==> config.mk <==
export PLATFORM = sky130hd
export DESIGN_NAME = seven_segment_capture
export DESIGN_NICKNAME = d
export VERILOG_FILES = /design/src/rtl/seven_segment_capture.sv
export SDC_FILE = /design/constraint.sdc
export NUM_CORES = 1
export LEC_CHECK = 0
export ABC_AREA = 1
export CAP_MARGIN = 25
export CORE_MARGIN = 3
export CORE_UTILIZATION = 54
export DETAILED_ROUTE_END_ITERATION = 7
export GPL_ROUTABILITY_DRIVEN = 1
export PLACE_DENSITY = 0.77
export SLEW_MARGIN = 20
export SYNTH_ARGS = -nofsm -noshare
export SYNTH_HDL_FRONTEND = slang
export SYNTH_SLANG_ARGS = --single-unit
==> constraint.sdc <==
create_clock -name clk -period 2.5 [get_ports clk]
set_clock_uncertainty 0.1 [all_clocks]
set_input_delay 0.25 -clock clk [delete_from_list [all_inputs] [get_ports clk]]
set_output_delay 0.25 -clock clk [all_outputs]
set_load 0.005 [all_outputs]
==> src/rtl/seven_segment_capture.sv <==
// Captures a multiplexed active-low 4-digit seven-segment display and rebuilds the shown value.
// Optional SEGCAP_ERR_CNT_EN builds a saturating frame-error counter on err_cnt.
module seven_segment_capture #(
    parameter int STABLE_CYCLES = 4,
    parameter int TIMEOUT       = 65536,
    parameter int POINT_W       = 14
) (
    input  logic               clk,
    input  logic               rst_n,
    input  logic [6:0]         display,
    input  logic [3:0]         digit,
    output logic [POINT_W-1:0] point,
    output logic               point_valid,
    output logic               frame_err,
    output logic [7:0]         err_cnt
);

    localparam int SC_W = $clog2(STABLE_CYCLES);
    localparam int TO_W = $clog2(TIMEOUT);

    typedef enum logic [1:0] {HUNT, COLLECT, CONVERT, DONE} state_t;

    logic [6:0]         disp_s1, disp_s2, disp_p;
    logic [3:0]         dig_s1, dig_s2, dig_p;
    logic [SC_W-1:0]    stab_cnt;
    state_t             state;
    logic [1:0]         expect_idx;
    logic [1:0]         conv_step;
    logic [TO_W-1:0]    to_cnt;
    logic [3:0][3:0]    store;
    logic [POINT_W-1:0] acc;

    logic               strobe, changed, sample;
    logic               idx_ok, dec_err;
    logic [1:0]         idx;
    logic [3:0]         dec_val, conv_digit;
    logic [POINT_W-1:0] mac;

    assign strobe  = (dig_s2 != 4'hF);
    assign changed = (disp_s2 != disp_p) || (dig_s2 != dig_p);
    assign sample  = strobe && !changed && (stab_cnt == SC_W'(STABLE_CYCLES - 2));

    always_comb begin
        idx    = 2'd0;
        idx_ok = 1'b1;
        case (dig_s2)
            4'b1110: idx = 2'd0;
            4'b1101: idx = 2'd1;
            4'b1011: idx = 2'd2;
            4'b0111: idx = 2'd3;
            default: idx_ok = 1'b0;
        endcase
    end

    always_comb begin
        dec_val = 4'd0;
        dec_err = 1'b0;
        case (disp_s2)
            7'b1000000: dec_val = 4'd0;
            7'b1111001: dec_val = 4'd1;
            7'b0100100: dec_val = 4'd2;
            7'b0110000: dec_val = 4'd3;
            7'b0011001: dec_val = 4'd4;
            7'b0010010: dec_val = 4'd5;
            7'b0000010: dec_val = 4'd6;
            7'b1111000: dec_val = 4'd7;
            7'b0000000: dec_val = 4'd8;
            7'b0010000: dec_val = 4'd9;
            7'b1111111: dec_val = 4'd0;
            default:    dec_err = 1'b1;
        endcase
    end

    assign conv_digit = store[2'd3 - conv_step];
    assign mac        = acc * POINT_W'(10) + POINT_W'(conv_digit);

    // Sync flops clear to the idle bus level (all segments off, no strobe) so
    // reset release cannot look like a stable illegal strobe.
    always_ff @(posedge clk or negedge rst_n) begin
        if (!rst_n) begin
            disp_s1  <= 7'h7F;
            disp_s2  <= 7'h7F;
            disp_p   <= 7'h7F;
            dig_s1   <= 4'hF;
            dig_s2   <= 4'hF;
            dig_p    <= 4'hF;
            stab_cnt <= '0;
        end else begin
            disp_s1 <= display;
            disp_s2 <= disp_s1;
            disp_p  <= disp_s2;
            dig_s1  <= digit;
            dig_s2  <= dig_s1;
            dig_p   <= dig_s2;
            if (!strobe || changed)
                stab_cnt <= '0;
            else if (stab_cnt != SC_W'(STABLE_CYCLES - 1))
                stab_cnt <= stab_cnt + 1'b1;
        end
    end

    always_ff @(posedge clk or negedge rst_n) begin
        if (!rst_n) begin
            state       <= HUNT;
            expect_idx  <= 2'd0;
            conv_step   <= 2'd0;
            to_cnt      <= '0;
            store       <= '0;
            acc         <= '0;
            point       <= '0;
            point_valid <= 1'b0;
            frame_err   <= 1'b0;
        end else begin
            point_valid <= 1'b0;
            frame_err   <= 1'b0;
            case (state)
                HUNT: begin
                    if (sample && !idx_ok) begin
                        frame_err <= 1'b1;
                    end else if (sample && idx == 2'd0 && !dec_err) begin
                        store[0]   <= dec_val;
                        expect_idx <= 2'd1;
                        to_cnt     <= '0;
                        state      <= COLLECT;
                    end
                end
                COLLECT: begin
                    if (sample) begin
                        if (!idx_ok || dec_err) begin
                            frame_err <= 1'b1;
                            state     <= HUNT;
                        end else if (idx == expect_idx) begin
                            store[idx] <= dec_val;
                            expect_idx <= expect_idx + 2'd1;
                            to_cnt     <= '0;
                            if (idx == 2'd3) begin
                                acc       <= '0;
                                conv_step <= 2'd0;
                                state     <= CONVERT;
                            end
                        end else if (idx == expect_idx - 2'd1) begin
                            // Same strobe re-settled: newest pattern wins.
                            store[idx] <= dec_val;
                            to_cnt     <= '0;
                        end else if (idx == 2'd0) begin
                            frame_err  <= 1'b1;
                            store[0]   <= dec_val;
                            expect_idx <= 2'd1;
                            to_cnt     <= '0;
                        end else begin
                            frame_err <= 1'b1;
                            state     <= HUNT;
                        end
                    end else if (to_cnt == TO_W'(TIMEOUT - 1)) begin
                        frame_err <= 1'b1;
                        state     <= HUNT;
                    end else begin
                        to_cnt <= to_cnt + 1'b1;
                    end
                end
                CONVERT: begin
                    if (conv_step == 2'd3) begin
                        point       <= mac;
                        point_valid <= 1'b1;
                        state       <= DONE;
                    end else begin
                        acc       <= mac;
                        conv_step <= conv_step + 2'd1;
                    end
                end
                DONE: state <= HUNT;
                default: state <= HUNT;
            endcase
        end
    end

`ifdef SEGCAP_ERR_CNT_EN
    always_ff @(posedge clk or negedge rst_n) begin
        if (!rst_n)
            err_cnt <= 8'd0;
        else if (frame_err && err_cnt != 8'hFF)
            err_cnt <= err_cnt + 8'd1;
    end
`else
    assign err_cnt = 8'd0;
`endif

endmodule

==> run summary, run 1 <==
status: finished, violations left
failing checks: negative setup slack
Syn Area/Cell: 8.012 sq um
most used routing layer: met2
number of antenna violations at the first check in global routing: 0
first drt pass iteration count: 5
hold-critical path depth: 1
deepest clock path buffer count: 2
fin worst setup slack: -128.4 ps
Min-Delay Path Class: input port to flop
type of the worst setup path: flop to flop
vias per cell: 5.230
Post-DP Area: 0.006487 sq mm
Synth Flop Type: dfrtp_1
Yosys warnings: 0
FP Rows: 37
Worst Tran Pin Value: 570.8 ps
Antenna Violating Nets Remaining: 0
maximum VDD drop: 0.0003658 V
critical path required time: 2720 ps
CTS Buf Count: 9
Fin Setup TNS: -655.1 ps
routing usage on met3: 3.727%
Startpoint Class: flop
area leader, netlist: dfrtp_1
pwr/cell area: 414.4 mW/mm^2
root buffer cell: clkbuf_8
final instance area: 0.007067 sq mm
Die H: 110.1 um
number of fill cells: 817
Worst Path Max Fanout: 7
RR Endpoint: point[13]
non-filler cells, final: 952
ys async rst share: 100.0%
final worst path period share: 105.1%
IO Count: 37
Mapped Cells: 731
clock latency on the worst-skew pair: 380 ps
1st-iter DRT viols: 296
crit end category: flop
hold_sp: digit[1]
Core Util, Final: 67.84%
slowest CP cell: dfrtp_2
total track usage: 21.44%
Worst Hold End: dig_s1[1]
top cells by count, synth: nand2_1, nor2_1, dfrtp_1, inv_1
post-synthesis sequential area ratio: 44.29%
share of layout cells above drive strength 1: 24.51%
GP Congestion: 0.9093
Placed Cells: 918
Reg2Reg Launch Point: conv_step[0]
Final Max Slew Viols: 0
Final Routed Wirelength: 12.82 mm
Reg2Reg Setup Slack: -130 ps
CP delay by family, top: simple AND/OR/NAND/NOR gates
crit-path max cell delay: 460 ps
Hold Violations, Final: 0
flops & latches, synth: 102
Unique masters post-synth: 41
Post-synth EDFFs: 0
Pleak: 3.353 nW
Die W: 110.1 um
worst relative slew slack: 61.81%
mapped cell area: 0.005857 sq mm
vias post-DR: 4979
initial core utilization: 56.23%
Period minus WS final: 2628 ps
global-route wire length before repair: 20.60 mm
WP buf/inv: 2
die area: 0.01213 sq mm
Worst R2R Path Depth: 17
WL/cell: 13.47 um
n_diodes: 0
met1 Use GR: 27.66%
met2 usage: 35.75%
endpoints failing setup: 9
CTS Sinks: 102
CP Cell Sequence: inv_4 > o21ai_1 > o22ai_2 > ha_2 > inv_2 > fa_2 > o21ai_2 > nand3b_1 > nor2_2 > nand2_2 > nor2_2 > nand2_2 > nor2_2 > nand2_1 > nand2_1 > nand3_1 > nand2_1
Core Area: 0.01042 sq mm
Worst EP arrival: 2850 ps
HPWL after DPL: 9.160 mm
Max Cap Viol: 0
vias in the first global route: 4669
RSZ-0062 raised after global routing: true
GR Overflow Total: 0
nets@finish: 852
Area growth syn-to-layout: 20.66%
Worst-path clk slew: 100 ps
DR DRC count: 0
H-tree levels: 3
worst hold slack: 170.2 ps
area fraction of the dominant cell type after synthesis: 29.48%
top-count cell post-synth: nand2_1
top cells by area, synth: dfrtp_1, dfstp_2, nand2_1
CTS tree: yes
Fmax: 380.5 MHz
I/O Buffers: 28
largest net degree at the start of global routing: 47
[per-stage QoR]
step	total power, mW	setup slack [ps]
final	2.928	-128.4
after global routing	3.050	-351.3
after CTS	2.952	-87.02
after detailed placement	1.896	-94.93
after global placement	1.889	-48.91
after floorplan	1.830	9.391
[kinds of logic after synthesis]
| group | after synthesis | share of synthesized area [%] |
|---|---|---|
| fa+ha+maj | 28 | 6.238 |
| xor+xnor | 29 | 4.337 |
| other cells | 1 | 0.06403 |
| simple gates | 386 | 29.18 |
| flops | 102 | 44.29 |
| buf+inv | 98 | 7.178 |
| compound gates | 87 | 8.717 |
[metal layers]
metal,routed length [um],up-vias
met5,0,-
met3,481,26
met4,308,0
li1,-,2477
met1,5729,2344
met2,6303,132
[power by group]
part	switching [mW]	total [mW]	internal, mW
registers	0.0255	1.72	1.70
logic	0.0961	0.148	0.0524
clock network	0.564	1.06	0.492
total	0.686	2.93	2.24
[final cells by class]
class | instances | area (sq um) | share of cell area [%]
inverter | 81 | 306.5 | 4.338
sequential | 102 | 2595 | 36.72
clock buffer | 11 | 141.4 | 2.001
timing repair buffer | 79 | 686.9 | 9.720
multi-input combinational | 538 | 3112 | 44.03
tap | 136 | 170.2 | 2.408
clock inverter | 5 | 55.05 | 0.7790
[registers in the layout, summed over array words and instances (netlist names), 2 cells and up, named ones only]
name        flops
dig_s2          4
to_cnt         16
acc            13
conv_step       2
dig_p           4
disp_s2         7
stab_cnt        2
store          16
expect_idx      2
dig_s1          4
disp_p          7
disp_s1         7
point          14
[what timing repair did]
item                                    in CTS  in global routing
setup buffers                                1                 16
hold buffers                                 1                  0
endpoints found under the setup margin       9                 36
gates resized for setup                     14                 47
pin swaps                                    9                 31
hold endpoints to repair                    11                  0
[how the worst max path moves through the flow]
stage | startpoint | endpoint | cells after the start
after detailed placement | conv_step[0] | point[13] | 16
after global placement | conv_step[0] | point[13] | 16
after floorplan | acc[1] | point[13] | 13
after global routing | conv_step[0] | point[13] | 17
final | conv_step[0] | point[13] | 17
after CTS | acc[3] | point[11] | 14
[worst register-to-register path, stage by stage, from the launching register on]
cell and delay [ps]:
dfrtp_2 460, inv_4 100, o21ai_1 80, o22ai_2 110, ha_2 220, inv_2 40, fa_2 380, o21ai_2 180
nand3b_1 120, nor2_2 110, nand2_2 70, nor2_2 130, nand2_2 100, nor2_2 120, nand2_1 60, nand2_1 50
nand3_1 60, nand2_1 90
[cell usage in the layout (no fill, tap or decap), types with 4 or more instances in the layout]
master           instances
inv_2                   15
nand2_1                214
ha_4                     5
buf_4                   47
o21ai_2                 14
nor2_1                  62
nand4_1                 12
xor2_2                   4
dfstp_2                 33
ha_1                    19
clkdlybuf4s50_1         27
a21oi_1                  8
nor2_4                   5
nor3_1                   8
o21ai_1                 24
nand2_2                 15
nand3_2                  5
nand3_1                 36
o21ai_0                 27
xnor2_1                 13
nand3b_1                 6
conb_1                   8
or2_2                    5
dfrtp_1                 68
xor2_1                   9
a21oi_2                  4
inv_1                   65
nor2_2                  12
clkbuf_8                10
Power figures use the tool's default switching activity.
==> run 2, diff against run 1 <==
Settings changed: SLEW_MARGIN 20 to not set.
==> results of run 2 <==
Same layout as run 1: the final DEF is identical, and so are final timing and power.
==> run 3, diff against run 2 <==
Settings changed: CORE_MARGIN 3 to 2, CORE_UTILIZATION 54 to 64, PLACE_DENSITY 0.77 to 0.85.
Clock period 2.5 ns to 3.1 ns, I/O delays scaled along.
==> run 3 against run 2 <==
Compared with the run above: the run now ends clean; worst setup slack gained 380 ps; wire length decreased by 9.2%; flip-flop and latch count unchanged; clock power fell by 27%; total power shrank 22%.
==> run summary, run 3 (synthesized netlist as in run 1, its figures left out) <==
status: complete, no violations (was finished, violations left)
Worst EP arrival: 3020 ps (was 2850 ps)
Startpoint Class: flop (unchanged)
vias post-DR: 4753 (was 4979)
final worst path period share: 91.96% (was 105.1%)
endpoints failing setup: 0 (was 9)
largest net degree at the start of global routing: 60 (was 47)
clock latency on the worst-skew pair: 370 ps (was 380 ps)
IO Count: 37 (unchanged)
vias in the first global route: 4715 (was 4669)
Antenna Violating Nets Remaining: 0 (unchanged)
Pleak: 3.084 nW (was 3.353 nW)
GR Overflow Total: 0 (unchanged)
critical path required time: 3260 ps (was 2720 ps)
Reg2Reg Setup Slack: 250 ps (was -130 ps)
share of layout cells above drive strength 1: 14.79% (was 24.51%)
Worst-path clk slew: 100 ps (about the same)
crit end category: flop (unchanged)
Worst Path Max Fanout: 4 (was 7)
Fmax: 350.8 MHz (was 380.5 MHz)
worst slack, placed: 158.9 ps (was -94.93 ps)
Fin Setup TNS: 0 ps (was -655.1 ps)
HPWL after DPL: 8.885 mm (was 9.160 mm)
Critical Path End: point[13] (unchanged)
Period minus WS final: 2851 ps (was 2628 ps)
Final Max Slew Viols: 0 (unchanged)
CTS tree: yes (unchanged)
number of fill cells: 655 (was 817)
Area growth syn-to-layout: 9.784% (was 20.66%)
maximum VDD drop: 0.0002551 V (was 0.0003658 V)
Die H: 99.66 um (was 110.1 um)
Net Sw Frac: 24.88% (was 23.42%)
Gate power share: 4.9% (was 5.1%)
fin worst setup slack: 249.1 ps (was -128.4 ps)
Post-DP Area: 0.006230 sq mm (was 0.006487 sq mm)
Min-Delay Path Class: input port to flop (unchanged)
worst relative slew slack: 58.15% (was 61.81%)
Worst R2R Path Depth: 13 (was 17)
number of antenna violations at the first check in global routing: 0 (unchanged)
commonest non-fill, non-tap cell in the layout: nand2_1 (unchanged)
vias per cell: 5.407 (was 5.230)
GP Congestion: 0.8889 (was 0.9093)
Die W: 99.66 um (was 110.1 um)
Hold Violations, Final: 0 (unchanged)
1st-iter DRT viols: 207 (was 296)
Critical Path Source: acc[3] (was conv_step[0])
global-route wire length before repair: 20.66 mm (was 20.60 mm)
FP Rows: 34 (was 37)
final instance area: 0.006430 sq mm (was 0.007067 sq mm)
die area: 0.009932 sq mm (was 0.01213 sq mm)
deepest clock path buffer count: 2 (unchanged)
Int Power: 1.710 mW (was 2.242 mW)
Sw Pwr: 0.5664 mW (was 0.6857 mW)
Max Cap Viol: 0 (unchanged)
initial core utilization: 66.51% (was 56.23%)
Final Routed Wirelength: 11.64 mm (was 12.82 mm)
total track usage: 25.70% (was 21.44%)
hold_sp: display[6] (was digit[1])
first drt pass iteration count: 5 (unchanged)
most frequent cells in the layout: nand2_1, nor2_1, dfrtp_1, inv_1, nand3_1 (was nand2_1, dfrtp_1, inv_1, nor2_1, buf_4)
Core Area: 0.008806 sq mm (was 0.01042 sq mm)
nets@finish: 807 (was 852)
WL/cell: 13.24 um (was 13.47 um)
Worst Tran Pin Value: 627.0 ps (was 570.8 ps)
RSZ-0062 raised after global routing: false (was true)
n_diodes: 0 (unchanged)
CTS Sinks: 102 (unchanged)
Reg2Reg Launch Point: acc[3] (was conv_step[0])
Clock power frac: 34.0% (was 36.1%)
largest registers: store (16), to_cnt (16), point (14) (unchanged)
root buffer cell: clkbuf_8 (unchanged)
CTS Buf Count: 9 (unchanged)
pwr/cell area: 354.0 mW/mm^2 (was 414.4 mW/mm^2)
DR DRC count: 0 (unchanged)
register share of total power: 61.1% (was 58.9%)
Total Power: 2.276 mW (was 2.928 mW)
Setup Fix Bufs, Post-CTS: 0 (was 1)
RR Endpoint: point[13] (unchanged)
type of the worst setup path: flop to flop (unchanged)
H-tree levels: 3 (unchanged)
I/O Buffers: 28 (unchanged)
run 3: cell count changes in the layout (fill, tap and decap cells not counted), sizes merged:
cell,delta
clkinvlp,+2
buf,-45
clkinv,+1
clkbuf,-2
bufinv,-1
run 3: repair_timing:
action / in CTS / in global routing
endpoints found under the hold margin: 37 / 0
hold buffers: 1 / 0
setup endpoints to repair: 0 / 6
gates resized for setup: 0 / 5
run 3: critical path, stage by stage (launching register included):
cell     delay [ps]
dfrtp_1         420
ha_1            290
ha_1            170
inv_1            60
fa_1            400
o21ai_1         280
nand2_1          90
o21ai_1         200
xor2_2          250
nand2_1         130
nor2_1          130
nand3_1          80
nand3_1          90
nand2_1          50
run 3: how the worst min path moves through the flow:
stage	endpoint	slack (ps)	cells past startpoint
floorplan	asynchronous set/reset pin	-90	0
global placement	store[4]	240	1
detailed placement	store[4]	250	1
CTS	disp_s1[5]	230	1
global route	disp_s1[4]	220	1
finish	disp_s1[6]	240	1
run 3: through the flow:
stage	hold slack (ps)	cells	utilization [%]
6_report	241.5	879	73.02
5_1_grt	219.2	879	73.02
4_1_cts	228.9	879	72.92
3_5_place_dp	246.9	862	70.74
3_3_place_gp	242.8	862	70.74
2_1_floorplan	-85.59	738	-
run 3: layout make-up:
class	instances	area, sq um	share of cell area [%]
Inverter	81	304.0	4.729
Tap cell	108	135.1	2.102
Clock buffer	9	123.9	1.926
Timing Repair Buffer	34	337.8	5.254
Clock inverter	7	57.56	0.8951
Multi-Input combinational cell	538	2877	44.74
Sequential cell	102	2595	40.36
run 3: routing by layer:
metal	up-vias	track usage, %	routed length, um
li1	2388	-	-
met3	22	3.514	404
met5	-	0	0
met1	2232	32.67	5168
met4	0	10.85	300
met2	111	44.23	5767
run 3: power groups by stage:
stage	logic [mW]	clock network, mW	registers [mW]
after floorplan	0.0658	0	1.41
after global placement	0.109	0	1.41
after detailed placement	0.113	0	1.41
after CTS	0.114	0.792	1.39
after global routing	0.129	0.858	1.40
final	0.112	0.774	1.39
